`src/rtl/tl_handshake_monitor.sv`:
```
// tl_handshake_monitor
// Passive observer for NCH valid/ready channels that share one sink.
// Flags more than one handshake per cycle, valid withdrawn before ready,
// payload changing while stalled, and stalls reaching TIMEOUT cycles.
// All flags are sticky. There is a saturating error-cycle counter and a
// first-error capture. Every output is registered.
module tl_handshake_monitor #(
   parameter int NCH      = 4,
   parameter int DATA_W   = 32,
   parameter int TIMEOUT  = 256,
   parameter int CNT_W    = 8,
   parameter int FATAL_EN = 1,
   localparam int CHW     = (NCH > 1) ? $clog2(NCH) : 1
) (
   input  logic                    clock,
   input  logic                    reset,
   input  logic                    chk_dis,
   input  logic                    err_clr,
   input  logic [NCH-1:0]          valid,
   input  logic [NCH-1:0]          ready,
   input  logic [NCH*DATA_W-1:0]   data,
   output logic                    err_mutex,
   output logic [NCH-1:0]          err_drop,
   output logic [NCH-1:0]          err_data,
   output logic [NCH-1:0]          err_timeout,
   output logic                    err_any,
   output logic [CNT_W-1:0]        err_count,
   output logic                    first_vld,
   output logic [1:0]              first_type,
   output logic [CHW-1:0]          first_chan
);

   localparam int              TW      = (TIMEOUT > 0) ? $clog2(TIMEOUT + 1) : 1;
   localparam logic [TW-1:0]   TO_V    = TW'(TIMEOUT);
   localparam logic [CNT_W-1:0] CNT_MAX = {CNT_W{1'b1}};

   typedef enum logic {ST_IDLE = 1'b0, ST_WAIT = 1'b1} state_t;
   typedef enum logic [1:0] {
      ET_MUTEX   = 2'd0,
      ET_DROP    = 2'd1,
      ET_DATA    = 2'd2,
      ET_TIMEOUT = 2'd3
   } err_type_t;

   // Per-channel tracker state
   state_t              state    [NCH];
   state_t              state_nx [NCH];
   logic [TW-1:0]       wcnt     [NCH];
   logic [TW-1:0]       wcnt_nx  [NCH];
   logic [DATA_W-1:0]   hold     [NCH];
   logic [NCH-1:0]      ld_hold;

   // Events of the current cycle
   logic [NCH-1:0]      fire;
   logic                ev_mutex;
   logic [NCH-1:0]      ev_drop;
   logic [NCH-1:0]      ev_data;
   logic [NCH-1:0]      ev_to;
   logic                new_any;

   // Next values of the error-reporting registers
   logic                mutex_nx;
   logic [NCH-1:0]      drop_nx;
   logic [NCH-1:0]      data_nx;
   logic [NCH-1:0]      to_nx;
   logic [CNT_W-1:0]    count_base;
   logic [CNT_W-1:0]    count_nx;
   logic                fvld_nx;
   err_type_t           ftype_nx;
   logic [CHW-1:0]      fchan_nx;

   function automatic logic [CHW-1:0] lowest_idx(input logic [NCH-1:0] v);
      lowest_idx = '0;
      for (int i = NCH - 1; i >= 0; i--) begin
         if (v[i]) lowest_idx = CHW'(i);
      end
   endfunction

   // Event detection and next state of each channel tracker
   always_comb begin
      // NOTE: every variable gets a default before any branch, so no path
      // leaves one unassigned and no latch is inferred.
      fire     = valid & ready;
      ev_mutex = ~chk_dis & ($countones(fire) > 1);
      for (int i = 0; i < NCH; i++) begin
         state_nx[i] = state[i];
         wcnt_nx[i]  = wcnt[i];
         ld_hold[i]  = 1'b0;
         ev_drop[i]  = 1'b0;
         ev_data[i]  = 1'b0;
         ev_to[i]    = 1'b0;
         if (chk_dis) begin
            state_nx[i] = ST_IDLE;
         end else if (state[i] == ST_IDLE) begin
            if (valid[i] && !ready[i]) begin
               state_nx[i] = ST_WAIT;
               wcnt_nx[i]  = TW'(1);
               ld_hold[i]  = 1'b1;
               ev_to[i]    = (TIMEOUT == 1);
            end
         end else if (!valid[i]) begin
            ev_drop[i]  = 1'b1;
            state_nx[i] = ST_IDLE;
         end else begin
            ev_data[i] = (data[i*DATA_W +: DATA_W] != hold[i]);
            if (ready[i]) begin
               state_nx[i] = ST_IDLE;
            end else if (wcnt[i] != TO_V) begin
               wcnt_nx[i] = wcnt[i] + TW'(1);
               ev_to[i]   = (TIMEOUT != 0) && ((wcnt[i] + TW'(1)) == TO_V);
            end
         end
      end
      new_any = ev_mutex | (|ev_drop) | (|ev_data) | (|ev_to);
   end

   // Sticky state: a clear empties it first, then this cycle's events are
   // layered on top, so an event in the clearing cycle survives the clear
   always_comb begin
      mutex_nx   = (err_clr ? 1'b0 : err_mutex) | ev_mutex;
      drop_nx    = (err_clr ? '0 : err_drop) | ev_drop;
      data_nx    = (err_clr ? '0 : err_data) | ev_data;
      to_nx      = (err_clr ? '0 : err_timeout) | ev_to;
      count_base = err_clr ? '0 : err_count;
      count_nx   = count_base;
      if (new_any && (count_base != CNT_MAX)) count_nx = count_base + CNT_W'(1);
      fvld_nx  = err_clr ? 1'b0 : first_vld;
      ftype_nx = err_clr ? ET_MUTEX : err_type_t'(first_type);
      fchan_nx = err_clr ? '0 : first_chan;
      if (!fvld_nx && new_any) begin
         fvld_nx = 1'b1;
         if (ev_mutex) begin
            ftype_nx = ET_MUTEX;
            fchan_nx = '0;
         end else if (|ev_drop) begin
            ftype_nx = ET_DROP;
            fchan_nx = lowest_idx(ev_drop);
         end else if (|ev_data) begin
            ftype_nx = ET_DATA;
            fchan_nx = lowest_idx(ev_data);
         end else begin
            ftype_nx = ET_TIMEOUT;
            fchan_nx = lowest_idx(ev_to);
         end
      end
   end

   // Channel trackers: IDLE/WAIT state, wait counter and held payload
   always_ff @(posedge clock or posedge reset) begin
      // NOTE: sequential state uses non-blocking assignments only, so every
      // register samples the values from before this edge.
      if (reset) begin
         for (int i = 0; i < NCH; i++) begin
            state[i] <= ST_IDLE;
            wcnt[i]  <= '0;
            // NOTE: the hold registers are reset even though they act as
            // storage, because a cleared monitor must show no stale payload.
            hold[i]  <= '0;
         end
      end else begin
         for (int i = 0; i < NCH; i++) begin
            state[i] <= state_nx[i];
            wcnt[i]  <= wcnt_nx[i];
            if (ld_hold[i]) hold[i] <= data[i*DATA_W +: DATA_W];
         end
      end
   end

   // Registered error outputs
   always_ff @(posedge clock or posedge reset) begin
      if (reset) begin
         err_mutex   <= 1'b0;
         err_drop    <= '0;
         err_data    <= '0;
         err_timeout <= '0;
         err_any     <= 1'b0;
         err_count   <= '0;
         first_vld   <= 1'b0;
         first_type  <= 2'd0;
         first_chan  <= '0;
      end else begin
         err_mutex   <= mutex_nx;
         err_drop    <= drop_nx;
         err_data    <= data_nx;
         err_timeout <= to_nx;
         err_any     <= mutex_nx | (|drop_nx) | (|data_nx) | (|to_nx);
         err_count   <= count_nx;
         first_vld   <= fvld_nx;
         first_type  <= ftype_nx;
         first_chan  <= fchan_nx;
      end
   end

`ifndef SYNTHESIS
   // Simulation-only reporting of each cycle that raises a new event
   always @(posedge clock) begin
      if (!reset && new_any) begin
         if (FATAL_EN != 0)
            $fatal(1, "tl_handshake_monitor: protocol event (mutex=%0b drop=%b data=%b timeout=%b)",
                   ev_mutex, ev_drop, ev_data, ev_to);
         else
            $info("tl_handshake_monitor: protocol event (mutex=%0b drop=%b data=%b timeout=%b)",
                  ev_mutex, ev_drop, ev_data, ev_to);
      end
   end
`endif

endmodule

```
`config.mk`:
```
export PLATFORM = sky130hd
export DESIGN_NAME = tl_handshake_monitor
export DESIGN_NICKNAME = d
export VERILOG_FILES = /design/src/rtl/tl_handshake_monitor.sv
export SDC_FILE = /design/constraint.sdc
export NUM_CORES = 1
export LEC_CHECK = 0
export CAP_MARGIN = 15
export CORE_UTILIZATION = 49
export CTS_CLUSTER_DIAMETER = 120
export DETAILED_ROUTE_END_ITERATION = 8
export MAX_ROUTING_LAYER = met4
export PLACE_DENSITY = 0.73
export SLEW_MARGIN = 20
export SYNTH_ARGS = -nofsm -noshare
export SYNTH_HDL_FRONTEND = slang
export SYNTH_SLANG_ARGS = --single-unit
```
`constraint.sdc`:
```
create_clock -name clock -period 7.7 [get_ports clock]
set_input_delay 2.31 -clock clock [delete_from_list [all_inputs] [get_ports clock]]
set_output_delay 2.31 -clock clock [all_outputs]
set_load 0.005 [all_outputs]
```
==> summary.txt, run 1 <==
STA
  • Final Hold Viols: 0
  • Max_slew headroom: 0.339
  • Crit share post-route: 0.687
  • Tightest Pin Transition: a little under 1000 ps
  • RSZ-0062 raised after global routing: false
  • Fin crit period: 5290 ps
  • Setup TNS: 0 ps
  • Final Max Tran Viols: 0
  • Peak Freq: 0.189 GHz
  • Clk_skew: between 10 and 15 ps
  • Final setup violation count: 0

Clocking
  • Total CTS buffers: 17
  • Post-CTS sizing: 0
  • Skew-Pair Late Insertion Delay: about 440 ps
  • Hold_buf cts: 0
  • Root Buffer: clkbuf_16
  • CTS tree: built
  • Post-CTS repair timing setup buffer count: 0
  • Worst-path clk slew: about 70 ps
  • H-tree Lvls: 4
  • Clock Tree Buf Depth: 2
  • Clock sink total: 195

Critical path
  • Critical path required time: 8010 ps
  • Arr. time, crit path: 5600 ps
  • CP startpoint kind: input pin
  • Critical Path End Type: flop
  • Worst-path fanout max: 15
  • WS Path Type: input pin to flop

GRT
  • Total congestion overflow: 0
  • Initial antenna violation count: 0
  • Total GRT Usage: 0.220
  • Largest net degree at the start of global routing: ~140
  • Vias in the first global route: slightly above 7,000
  • First-pass GRT wire length: 36.1 mm

Floorplanning
  • Top-level I/O count: roughly 170
  • Die height: 145 um
  • Initial Utilization: 0.507
  • Total die area: 21,000 um^2
  • Core area: 19,800 um^2
  • DIE WIDTH: around 150 um
  • Row count: 51

Synthesis
  • Top_reg_cell synth: dfrtp_1
  • Synth warn: 0
  • Cells after Synth: between 800 and 900
  • EDFF count, synth: 0
  • Mapped Area: roughly 10,000 um^2
  • Syn Nets: just over 1,000
  • FF+latch count, synth: between 150 and 200
  • Register area share after synthesis: 0.487
  • Synth Area per Inst: about 11 um^2
  • Netlist cell types: 59
  • Asr flop ratio synth: 1.00

Finish
  • Area Overhead vs Synth: 24.8%
  • Fill count: 1,601
  • Layout cells sized above 1: 0.172
  • Commonest cells after routing, fill and taps aside: dfrtp_1 (195), clkdlybuf4s50_1 (166), mux2_2 (133)
  • Core Util, Final: 0.633
  • Commonest non-fill, non-tap cell in the layout: dfrtp_1
  • N_diodes: 0
  • Final net count: ~1,200

Routing
  • Post-DRT Antenna Nets: 0
  • Pre-antenna DRT Iters: 4
  • M1 WL: around 9.6 mm
  • Top routing layer used: met4
  • DRC marker count from the first detailed-route iteration: about 340
  • DR vias: 7,112
  • DRC viols: 0
  • Met3 Wirelength: between 800 and 900 um
  • DR WL/cell: about 16 um
  • Met2 WL post-DR: roughly 10 mm
  • Post-DR vias/cell: 5.39
  • Total Wirelength: 20.8 mm

Pwr
  • Clock power frac: 0.327
  • Comb pwr share: 0.189
  • Peak VDD IR: ~180 uV
  • Lkg Pwr: just over 5 nW
  • Switching pwr: about 710 uW
  • Internal power: a little under 2 mW
  • Flop pwr share: 0.484
  • Pwr dens: roughly 210 nW/um^2
  • Switching Share: 0.265

Job
  • Maxcap violations: 0

Placed design
  • IO buf count: 166
  • GP Congestion: between 0.8 and 0.9
  • Post-DP HPWL: approximately 15 mm

Min path
  • HP Class: flop to flop

Status
  • Run status: finished clean
path summary, 6_finish.rpt:
path	startpoint	end	slack [ps]	depth (start not counted)
max in group asynchronous	reset	hold[23]	3920	3
min in group asynchronous	reset	wcnt[21]	2460	2
setup / recovery	chk_dis	err_count[1]	2410	9
hold reg to reg	wcnt[35]	wcnt[35]	520	1
hold / removal	wcnt[35]	wcnt[35]	520	1
setup reg to reg	wcnt[23]	first_type[0]	4480	8
cells in the mapped netlist (15+ instances only):
master / number / area, um^2
nand3_1: 18 / 90.1
a21oi_1: 18 / 90.1
dfrtp_1: 195 / 4880
xor2_1: 69 / 604
nor4_1: 26 / 163
nand4_1: 28 / 175
o21ai_0: 46 / 230
inv_1: 29 / 109
xnor2_1: 70 / 613
nor2b_1: 16 / 100
mux2_2: 133 / 1500
and3_1: 15 / 93.8
nor2_1: 29 / 109
clkbuf_1: 29 / 109
nand2_1: 48 / 180
routing by layer:
metal  vias to the layer above  global-route usage
met2                       137               0.352
li1                       3456                   -
met1                      3504               0.288
met3                        15              0.0393
met5                         -                   -
met4                         0              0.0558
critical path, cell delays in order:
cell             delay, ps
clkdlybuf4s50_1        600
inv_1                  280
nand2_1                160
or3_1                  590
a2111oi_1              820
or2_1                  220
or4_4                  200
nand2_1                100
mux2_1                 320
state kept, by name, summed over array words and instances, names as in the netlist:
signal	cells
err_data	4
first_type	2
err_any	1
err_mutex	1
hold	128
err_timeout	4
state	4
first_vld	1
first_chan	2
wcnt	36
err_count	8
err_drop	4
power groups by stage:
stage,registers (mW),logic (mW),clock network (mW)
after CTS,1.30,0.515,0.904
after global routing,1.32,0.562,0.946
after floorplan,1.29,0.347,0
after global placement,1.31,0.499,0
after detailed placement,1.32,0.512,0
final,1.30,0.506,0.875
cell families (layout without fill, tap and decap cells):
group | Yosys count | in the layout | share of synthesized area
AND/OR/NAND/NOR | 226 | 226 | 0.125
flip-flops | 195 | 195 | 0.487
XOR/XNOR | 139 | 139 | 0.121
multiplexers | 135 | 135 | 0.151
AO/OA/AOI/OAI | 116 | 116 | 0.0747
buffers and inverters | 62 | 232 | 0.0249
adder cells (fa/ha/maj) | 12 | 12 | 0.0157
area by class of cell:
class / instances / area, um^2 / share of cell area
clock buffer: 20 / 457 / 0.0365
clock inverter: 12 / 123 / 0.00980
inverter: 29 / 116 / 0.00930
multi-input combinational: 628 / 4910 / 0.392
sequential: 195 / 4880 / 0.390
tap: 265 / 332 / 0.0265
timing repair buffer: 171 / 1700 / 0.136
through the flow:
step           area, um^2  total power [mW]  hold WS, ps  setup slack [ps]  std cells
4_1_cts             12500              2.72          510              2420       1320
3_5_place_dp        11900              1.83          493              1980       1288
3_3_place_gp        11900              1.81          487              2220       1288
2_1_floorplan       10000              1.64          462              77.8        885
6_report            12500              2.68          517              2410       1320
5_1_grt             12500              2.83          541              2270       1320
No activity file was read; power rests on OpenSTA's default activity.
==> inputs of run 2 (changes only) <==
CORE_UTILIZATION = 54   (was 49)
PLACE_DENSITY = 0.77   (was 0.73)
clock period = 5.2 ns   (was 7.7 ns; I/O delays follow)
==> summary.txt, run 2 (synthesized netlist as in run 1, its figures left out) <==
Critical path
  • Critical path's slowest cell: or4b_2
  • Delay-heaviest family, CP: simple AND/OR/NAND/NOR gates
  • Worst stage delay on the critical path: approximately 600 ps
  • Worst-path fanout max: 3
  • Critical path required time: 5490 ps
  • Arr. time, crit path: about 4400 ps
  • CP startpoint kind: input pin
  • Critical Path End Type: flop
  • Worst Path Buf+Inv: 2
  • WS Path Type: input pin to flop
  • Crit-path cells: clkdlybuf4s50_1 -> xnor2_1 -> nand4_1 -> nor4_1 -> a211o_1 -> inv_1 -> a21o_1 -> or4_1 -> or4b_2

Clocking
  • Total CTS buffers: 17
  • Clock sink total: 195
  • Worst-path clk slew: 70 ps
  • Hold_buf cts: 0
  • H-tree Lvls: 4
  • Post-CTS sizing: 0
  • Post-CTS repair timing setup buffer count: 0
  • CTS tree: built
  • Skew-Pair Late Insertion Delay: between 400 and 500 ps
  • Clock Tree Buf Depth: 2
  • Root Buffer: clkbuf_16

Placed design
  • GP Congestion: approximately 0.85
  • Post-DP HPWL: 14.6 mm
  • IO buf count: between 150 and 200
  • Dpl cells: roughly 1,300

Pwr
  • Pwr dens: about 320 nW/um^2
  • Peak VDD IR: 238 uV
  • Tot Pwr: between 4 and 5 mW
  • Lkg Pwr: approximately 5.2 nW

Finish
  • Area Overhead vs Synth: 25.3%
  • Layout cells sized above 1: 0.175
  • N_diodes: 0
  • Fin cells: approximately 1,300
  • Core Util, Final: 0.695
  • Commonest non-fill, non-tap cell in the layout: dfrtp_1
  • Max reg flops: roughly 130
  • Final net count: 1,199
  • Commonest cells after routing, fill and taps aside: dfrtp_1 (195), clkdlybuf4s50_1 (166), mux2_2 (133)
  • Most flops, register: hold
  • Fill count: 1,341
  • Biggest regs: hold x128, wcnt x36, err_count x8

Min path
  • HP Class: flop to flop

Floorplanning
  • Row count: between 40 and 50
  • Die height: between 100 and 150 um
  • Top-level I/O count: between 150 and 200
  • DIE WIDTH: 138 um
  • Total die area: 19,100 um^2
  • Core area: 18,100 um^2
  • Initial Utilization: 0.555

Status
  • Run status: finished with violations
  • Failing checks: design-rule violations

STA
  • Max_slew headroom: 0.477
  • RSZ-0062 raised after global routing: false
  • Final Hold Viols: 0
  • Fin crit period: ~4100 ps
  • Worst hold slack: just over 500 ps
  • Setup TNS: 0 ps
  • Final Max Tran Viols: 0
  • Tightest Pin Transition: approximately 780 ps
  • Clk_skew: between 8 and 9 ps
  • Peak Freq: between 0.2 and 0.25 GHz
  • Final setup violation count: 0
  • Crit share post-route: 0.786

Routing
  • DR WL/cell: between 15 and 20 um
  • DR vias: ~7,000
  • Post-DR vias/cell: about 5.6
  • Pre-antenna DRT Iters: 7
  • Post-DRT Antenna Nets: 0
  • DRC viols: 10
  • DRC marker count from the first detailed-route iteration: ~450
  • Total Wirelength: 20.5 mm

GRT
  • Initial antenna violation count: 0
  • Total congestion overflow: 0
  • Vias in the first global route: between 7,000 and 8,000
  • M3 GR Usage: 0.0440
  • First-pass GRT wire length: 35.0 mm
  • Total GRT Usage: 0.235
  • Most crowded layer after global routing: met2
  • Met2 usage: 0.373
  • GR Util met1: 0.308
  • Largest net degree at the start of global routing: ~200

Job
  • Maxcap violations: 0
## run 2: layout make-up
cell class,count,area (um^2),share of cell area
Inverter,29,113,0.00896
Sequential cell,195,4880,0.388
Timing Repair Buffer,176,1770,0.141
Clock inverter,12,165,0.0131
Multi-Input combinational cell,628,4910,0.391
Tap cell,229,287,0.0228
Clock buffer,20,447,0.0355
## run 2: power breakdown
group	internal, mW	switching (mW)
Sequential	1.75	0.168
Combinational	0.470	0.282
Clock	0.782	0.592
## run 2: worst paths after layout
check | startpoint | end | slack [ps] | cells past startpoint
max | data[25] | err_any | 1110 | 9
min | wcnt[35] | wcnt[35] | 510 | 1
max reg2reg | wcnt[23] | first_type[0] | 2000 | 8
min reg2reg | wcnt[35] | wcnt[35] | 510 | 1
max in group asynchronous | reset | wcnt[23] | 2650 | 4
min in group asynchronous | reset | hold[119] | 1540 | 3
## run 2: through the flow
| step | worst slack [ps] | cell area, um^2 |
|---|---|---|
| 3_3_place_gp | 613 | 11900 |
| 6_report | 1110 | 12600 |
| 3_5_place_dp | 613 | 11900 |
| 2_1_floorplan | 1120 | 10000 |
| 4_1_cts | 1060 | 12500 |
| 5_1_grt | 944 | 12600 |
## run 2: metal layers
metal	up-vias	wire, um
met1	3525	9190
met3	33	888
li1	3472	-
met4	0	404
met5	-	0
met2	184	10100
==> RTL edit 1, RTL diff (flow settings as in run 1) <==
The parameter `NCH` goes from 4 to 8.
--- a/src/rtl/tl_handshake_monitor.sv
+++ b/src/rtl/tl_handshake_monitor.sv
@@ -6,5 +6,5 @@
 // first-error capture. Every output is registered.
 module tl_handshake_monitor #(
-   parameter int NCH      = 4,
+   parameter int NCH      = 8,
    parameter int DATA_W   = 32,
    parameter int TIMEOUT  = 256,
Ports: changed (7 resized); port bits go from 167 to 316. No check against the original RTL was run, so the function may have changed too.
==> RTL edit 1 against run 1 <==
  * Sequential power grew 95%
  * Cell area grew 97%
  * Clock power grew 130%
  * Power grew 110%
  * Sequential cell count grew 181
  * First-iteration DRC count grew to 2.6 times the old value
  * Fmax shrank 18%
  * Largest cell class unchanged
  * Worst setup slack lost 1.2 ns
  * Worst hold slack lost 0.017 ns
  * Synthesized area grew 95%
  * Wire length grew 120%
==> RTL edit 1: results (changes against run 1) <==
Parameter                              Value

Outcome
  Run status    finished, final reports clean

Synth
  Sequential share of the synthesized area    48.0% (-0.63 points)
  Area share of xor/xnor cells in the synthesized design    12.3% (+0.16 points)
  Complex-gate fraction of the synthesized area    8.14% (+0.67 points)
  Post-Synth Adder-Cell Area    2.01% (+0.43 points)
  Number of library cell types mapped by synthesis    76 (+29%)
  Post-Synthesis Net Count    2033 (+96%)
  Multiplexer fraction of the synthesized cell area    15.1% (-0.053 points)
  Leading post-synthesis cells by cell area    dfrtp_1, mux2_2, xor2_1
  Commonest cells in the synthesized netlist    dfrtp_1, xor2_1, mux2_2

Timing
  Total Negative Setup Slacks    0 ns (unchanged)
  Slew Limit Headroom    28.0% (-5.8 points)
  Worst hold slack across all endpoints    0.500 ns (-0.0172 ns)
  Worst Skew    0.0212 ns (+0.00897 ns)

GRT
  Total routing usage reported by global routing    23.1% (+1.1 points)
  Vias in the first global route    14.4k (+99%)
  Pin count of the biggest net entering global routing    172 (+22%)
  Initial antenna violation count    4 (+4)
  Wire length of the first global-routing pass    73300 um (+100%)

Setup path
  Logic depth of the worst register-to-register path    10 (+2)
  Maximum net fanout on the critical path    15 (unchanged)
  Reg-to-reg startpoint    wcnt[18]
  R2r setup slk    4.03 ns (-0.45 ns)
  Worst reg2reg endpoint    err_count[1]

Detailed routing
  Final WL    45100 um (+120%)
  Vias per std cell    5.49 (+1.9%)
  Detailed-router iteration count before antenna repair    6 (+2)
  Initial drt markers    867 (+160%)

Cells and area
  Largest registers ranked by flip-flop count    hold x256, wcnt x72
  Number of fill cells    3119 (+95%)
  Ratio of cells with drive above 1 in the final layout    17.4% (+0.27 points)
  Number of nets at the end of the flow    2347 (+97%)

Place
  Instance area at placement    0.0233 mm2 (+95%)
  Port buffer count    315 (+90%)
  DP Wirelength    33200 um (+120%)
  Last weighted congestion value of the routability-driven placer    0.878 (-0.14%)

Clocking
  Clock transition time at the flip-flop clock pins of the worst setup and hold paths    0.05 ns (-0.02 ns)
  Root cell of the clock tree    clkbuf_16
  Num CTS Buffers    43 (+26)
  Bufs on Longest Clock Path    3 (+1)
  Clock insertion delay at the later pin of the skew report    0.57 ns (+0.13 ns)
  # H-tree levels    2 (-2)

Hold path
  Worst Hold End    err_timeout[5]

Pwr
  Worst voltage drop across the vdd grid    0.175 mV (-1.3%)
  Leakage power of the design    10.5 nW (+100%)
RTL edit 1: changes by cell type after synthesis, sizes merged, moves of 23 or more:
| cell | delta |
|---|---|
| xor2 | +197 |
| dfrtp | +181 |
| mux2 | +125 |
| o21ai | +62 |
| xnor2 | -61 |
| nor4 | +48 |
| inv | +37 |
| nand2 | +34 |
| nor2 | +24 |
| clkbuf | +23 |
| nand3 | +23 |
RTL edit 1: routing by layer:
layer	share of wire (%)	global-route usage [%]	vias up
met4	3.0	8.77	0
li1	-	-	6814
met1	42	28.1	7025
met3	5.9	5.32	82
met5	0	-	-
met2	49	37.2	315
RTL edit 1: worst max path at each step:
| stage | start | end | cells after the start |
|---|---|---|---|
| floorplan | reset | err_any | 1 |
| global placement | valid[3] | err_count[1] | 15 |
| detailed placement | valid[3] | err_count[1] | 15 |
| CTS | valid[3] | err_count[1] | 15 |
| global route | valid[3] | err_count[1] | 15 |
| finish | valid[3] | err_count[1] | 15 |
RTL edit 1: report_power, final:
group          switching, W  internal, W
clock              0.000803      0.00121
sequential         0.000237      0.00230
combinational      0.000413     0.000607
total               0.00145      0.00412
RTL edit 1: layout make-up:
cell class,count,share of cell area (%)
Timing Repair Buffer,330,13.3
Multi-Input combinational cell,1224,39.3
Inverter,67,1.03
Clock buffer,67,5.21
Tap cell,518,2.62
Antenna cell,4,0.0405
Clock inverter,8,0.410
Sequential cell,376,38.1
RTL edit 1: logic make-up (layout without fill, tap and decap cells):
logic type / Yosys count / after routing
fa+ha+maj: 29 / 29
mux: 263 / 263
xor+xnor: 275 / 275
simple gates: 416 / 416
flops: 376 / 376
other cells: 0 / 4
compound gates: 241 / 241
buf+inv: 128 / 472
RTL edit 1: critical path, stage by stage:
cell and delay [ns]:
clkdlybuf4s50_1 0.55, nand2_1 0.14, fa_1 0.60, fa_1 0.44
fa_1 0.50, inv_1 0.04, ha_1 0.21, fa_1 0.44
o21a_1 0.21, o21ai_0 0.23, nand2_1 0.12, inv_1 0.06
and4_1 0.50, nand2b_1 0.22, mux2_2 0.34
RTL edit 1: stage by stage:
| step | setup WS [ns] | utilization, % | cells |
|---|---|---|---|
| detailed placement | 0.698 | 59.7 | 2515 |
| finish | 1.22 | 63.3 | 2594 |
| floorplan | 0.340 | - | 1728 |
| global route | 0.979 | 63.3 | 2594 |
| global placement | 0.765 | 59.7 | 2515 |
| CTS | 1.27 | 63.3 | 2590 |
==> RTL edit 2, RTL diff (settings of run 1) <==
Without the edit above. `err_data` no longer has a reset.
--- a/src/rtl/tl_handshake_monitor.sv
+++ b/src/rtl/tl_handshake_monitor.sv
@@ -172,5 +172,4 @@
          err_mutex   <= 1'b0;
          err_drop    <= '0;
-         err_data    <= '0;
          err_timeout <= '0;
          err_any     <= 1'b0;
@@ -182,5 +181,4 @@
          err_mutex   <= mutex_nx;
          err_drop    <= drop_nx;
-         err_data    <= data_nx;
          err_timeout <= to_nx;
          err_any     <= mutex_nx | (|drop_nx) | (|data_nx) | (|to_nx);
@@ -190,4 +188,8 @@
          first_chan  <= fchan_nx;
       end
+   end
+
+   always_ff @(posedge clock) begin
+      err_data <= data_nx;
    end
 
Behaviour: differs if reset is asserted again (counterexample within 4 cycles, from zero or initial values and one cycle with reset high); with reset held inactive, the same outputs for 4 cycles.
==> RTL edit 2 against run 1 <==
  * The flow now finishes with violations (design-rule violations)
  * Worst hold slack got worse by 0.016 ns
  * Synthesized cell count fell by 0.56%
  * Wire length fell by 0.51%
  * Fmax rose by 2.4%
  * Non-clock buffer count rose by 1
  * Sequential cell count did not move
  * Synthesized area rose by 0.27%
  * Power fell by 1.3%
  * Via count rose by 0.21%
  * Clock skew rose by 0.00092 ns
  * Cell area rose by 0.41%
  * Worst setup slack improved by 0.12 ns
  * Largest cell class unchanged
==> RTL edit 2: results (changes against run 1) <==
Parameter                              Value

Synth
  Number of library cell types mapped by synthesis    79 (+34%)
  Synth async-reset ratio    97.9% (-2.1 points)
  Post-synthesis instance total    880 (-0.56%)
  Post-Synthesis Net Count    1032 (-0.48%)
  Sequential share of the synthesized area    48.3% (-0.33 points)
  Leading post-synthesis cells by cell area    dfrtp_1, mux2_2, xor2_1
  Commonest cells in the synthesized netlist    dfrtp_1, mux2_2, xor2_1

Detailed routing
  Initial drt markers    338 (+0.60%)
  Final WL    20700 um (-0.51%)
  Total DRC errors in the routed layout    1 (+1)
  Detailed-router iteration count before antenna repair    9 (+5)
  Vias per std cell    5.37 (-0.24%)

GRT
  Vias in the first global route    7270 (+0.75%)
  Initial antenna violation count    0 (unchanged)
  Pin count of the biggest net entering global routing    144 (+2.1%)
  Total routing usage reported by global routing    21.3% (-0.61 points)
  Wire length of the first global-routing pass    35300 um (-2.2%)

Cells and area
  Filler-free cell count of the finished design    1326 (+0.45%)
  Number of nets at the end of the flow    1196 (+0.17%)
  Ratio of cells with drive above 1 in the final layout    19.0% (+1.9 points)
  Number of fill cells    1649 (+3.0%)
  Number of diodes    0 (unchanged)

Setup path
  Cell with the biggest individual delay on the critical path    clkdlybuf4s50_1
  Data arrival at the endpoint of the critical path    5.48 ns (-0.12 ns)
  R2r setup slk    4.62 ns (+0.14 ns)
  Worst reg2reg endpoint    first_chan[1]
  Logic depth of the worst register-to-register path    10 (+2)
  Reg-to-reg startpoint    wcnt[27]
  Largest incremental delay on the critical path    0.69 ns (-0.13 ns)

Clocking
  Resized cells post-CTS    0 (unchanged)
  Bufs on Longest Clock Path    2 (unchanged)
  Clock transition time at the flip-flop clock pins of the worst setup and hold paths    0.07 ns (about the same)
  Number of buffers added for setup after CTS    0 (unchanged)
  Clock insertion delay at the later pin of the skew report    0.44 ns (about the same)

Hold path
  Worst Hold End    err_timeout[1]
  Class of the tightest hold or removal check    reg -> reg
  Beginning of the worst hold path    err_timeout[1]

Place
  Instance area at placement    0.0120 mm2 (+0.43%)
  Last weighted congestion value of the routability-driven placer    0.862 (-2.0%)
  DP Wirelength    14800 um (-0.90%)
  # placed instances    1294 (+0.47%)

Outcome
  Run status    finished with violations
  Failing checks    design-rule violations

Timing
  Worst Skew    0.0132 ns (+0.000922 ns)
  Least-Margin Pin Slew    0.671 ns (-0.321 ns)

Pwr
  Switching share of power    27.4% (+0.94 points)
  Worst voltage drop across the vdd grid    0.155 mV (-13%)
  Leakage power of the design    5.21 nW (+0.17%)
==> RTL edit 2: per-stage QoR <==
stage | setup slack (ns) | hold WS, ns | power, W
5_1_grt | 2.33 | 0.542 | 0.00278
3_3_place_gp | 2.30 | 0.487 | 0.00181
6_report | 2.53 | 0.501 | 0.00264
3_5_place_dp | 2.18 | 0.491 | 0.00183
4_1_cts | 2.59 | 0.507 | 0.00268
2_1_floorplan | 0.191 | 0.466 | 0.00164
==> RTL edit 2: power by group through the flow <==
stage | Combinational [W] | Clock (W) | Sequential (W)
2_1_floorplan | 0.000345 | 0 | 0.00129
3_3_place_gp | 0.000497 | 0 | 0.00131
3_5_place_dp | 0.000508 | 0 | 0.00132
4_1_cts | 0.000512 | 0.000863 | 0.00130
5_1_grt | 0.000560 | 0.000899 | 0.00133
6_report | 0.000504 | 0.000838 | 0.00130
==> RTL edit 2: layout make-up <==
type	count	area [um2]	area share, %
multi-input cells	634	5000	39.8
flip-flops and latches	195	4860	38.7
repair buffers	172	1730	13.7
clock buffers	18	429	3.41
well taps	270	338	2.69
clock inverters	13	118	0.936
inverters	24	97.6	0.777
==> RTL edit 2: layer usage <==
layer / track usage [%] / wire length, um / vias up
met2: 34.7 / 10100 / 134
met5: - / 0 / -
met3: 3.90 / 800 / 20
met1: 27.5 / 9460 / 3494
li1: - / - / 3479
met4: 5.74 / 353 / 0
==> RTL edit 2: cell families (layout without fill, tap and decap cells) <==
group	count (synthesis)	in the layout	share of synthesized area, %
multiplexers	135	135	15.1
buffers and inverters	51	227	2.14
flip-flops	195	195	48.3
AND/OR/NAND/NOR	232	232	13.0
adder cells (fa/ha/maj)	12	12	1.57
XOR/XNOR	133	133	11.6
AO/OA/AOI/OAI	122	122	8.30
==> RTL edit 2: critical path: cells and delay by family <==
family	cells	cell delay, ns
AND/OR/NAND/NOR	4	1.03
buffers and inverters	1	0.69
AO/OA/AOI/OAI	3	1.12
multiplexers	1	0.32
==> RTL edit 2: worst max-delay path by stage <==
stage                         to     from  cells past startpoint
detailed placement  err_count[4]  chk_dis                      9
CTS                 err_count[3]  chk_dis                      9
global route        err_count[3]  chk_dis                      9
floorplan                err_any    reset                      1
finish              err_count[3]  chk_dis                      9
global placement    err_count[4]  chk_dis                      9
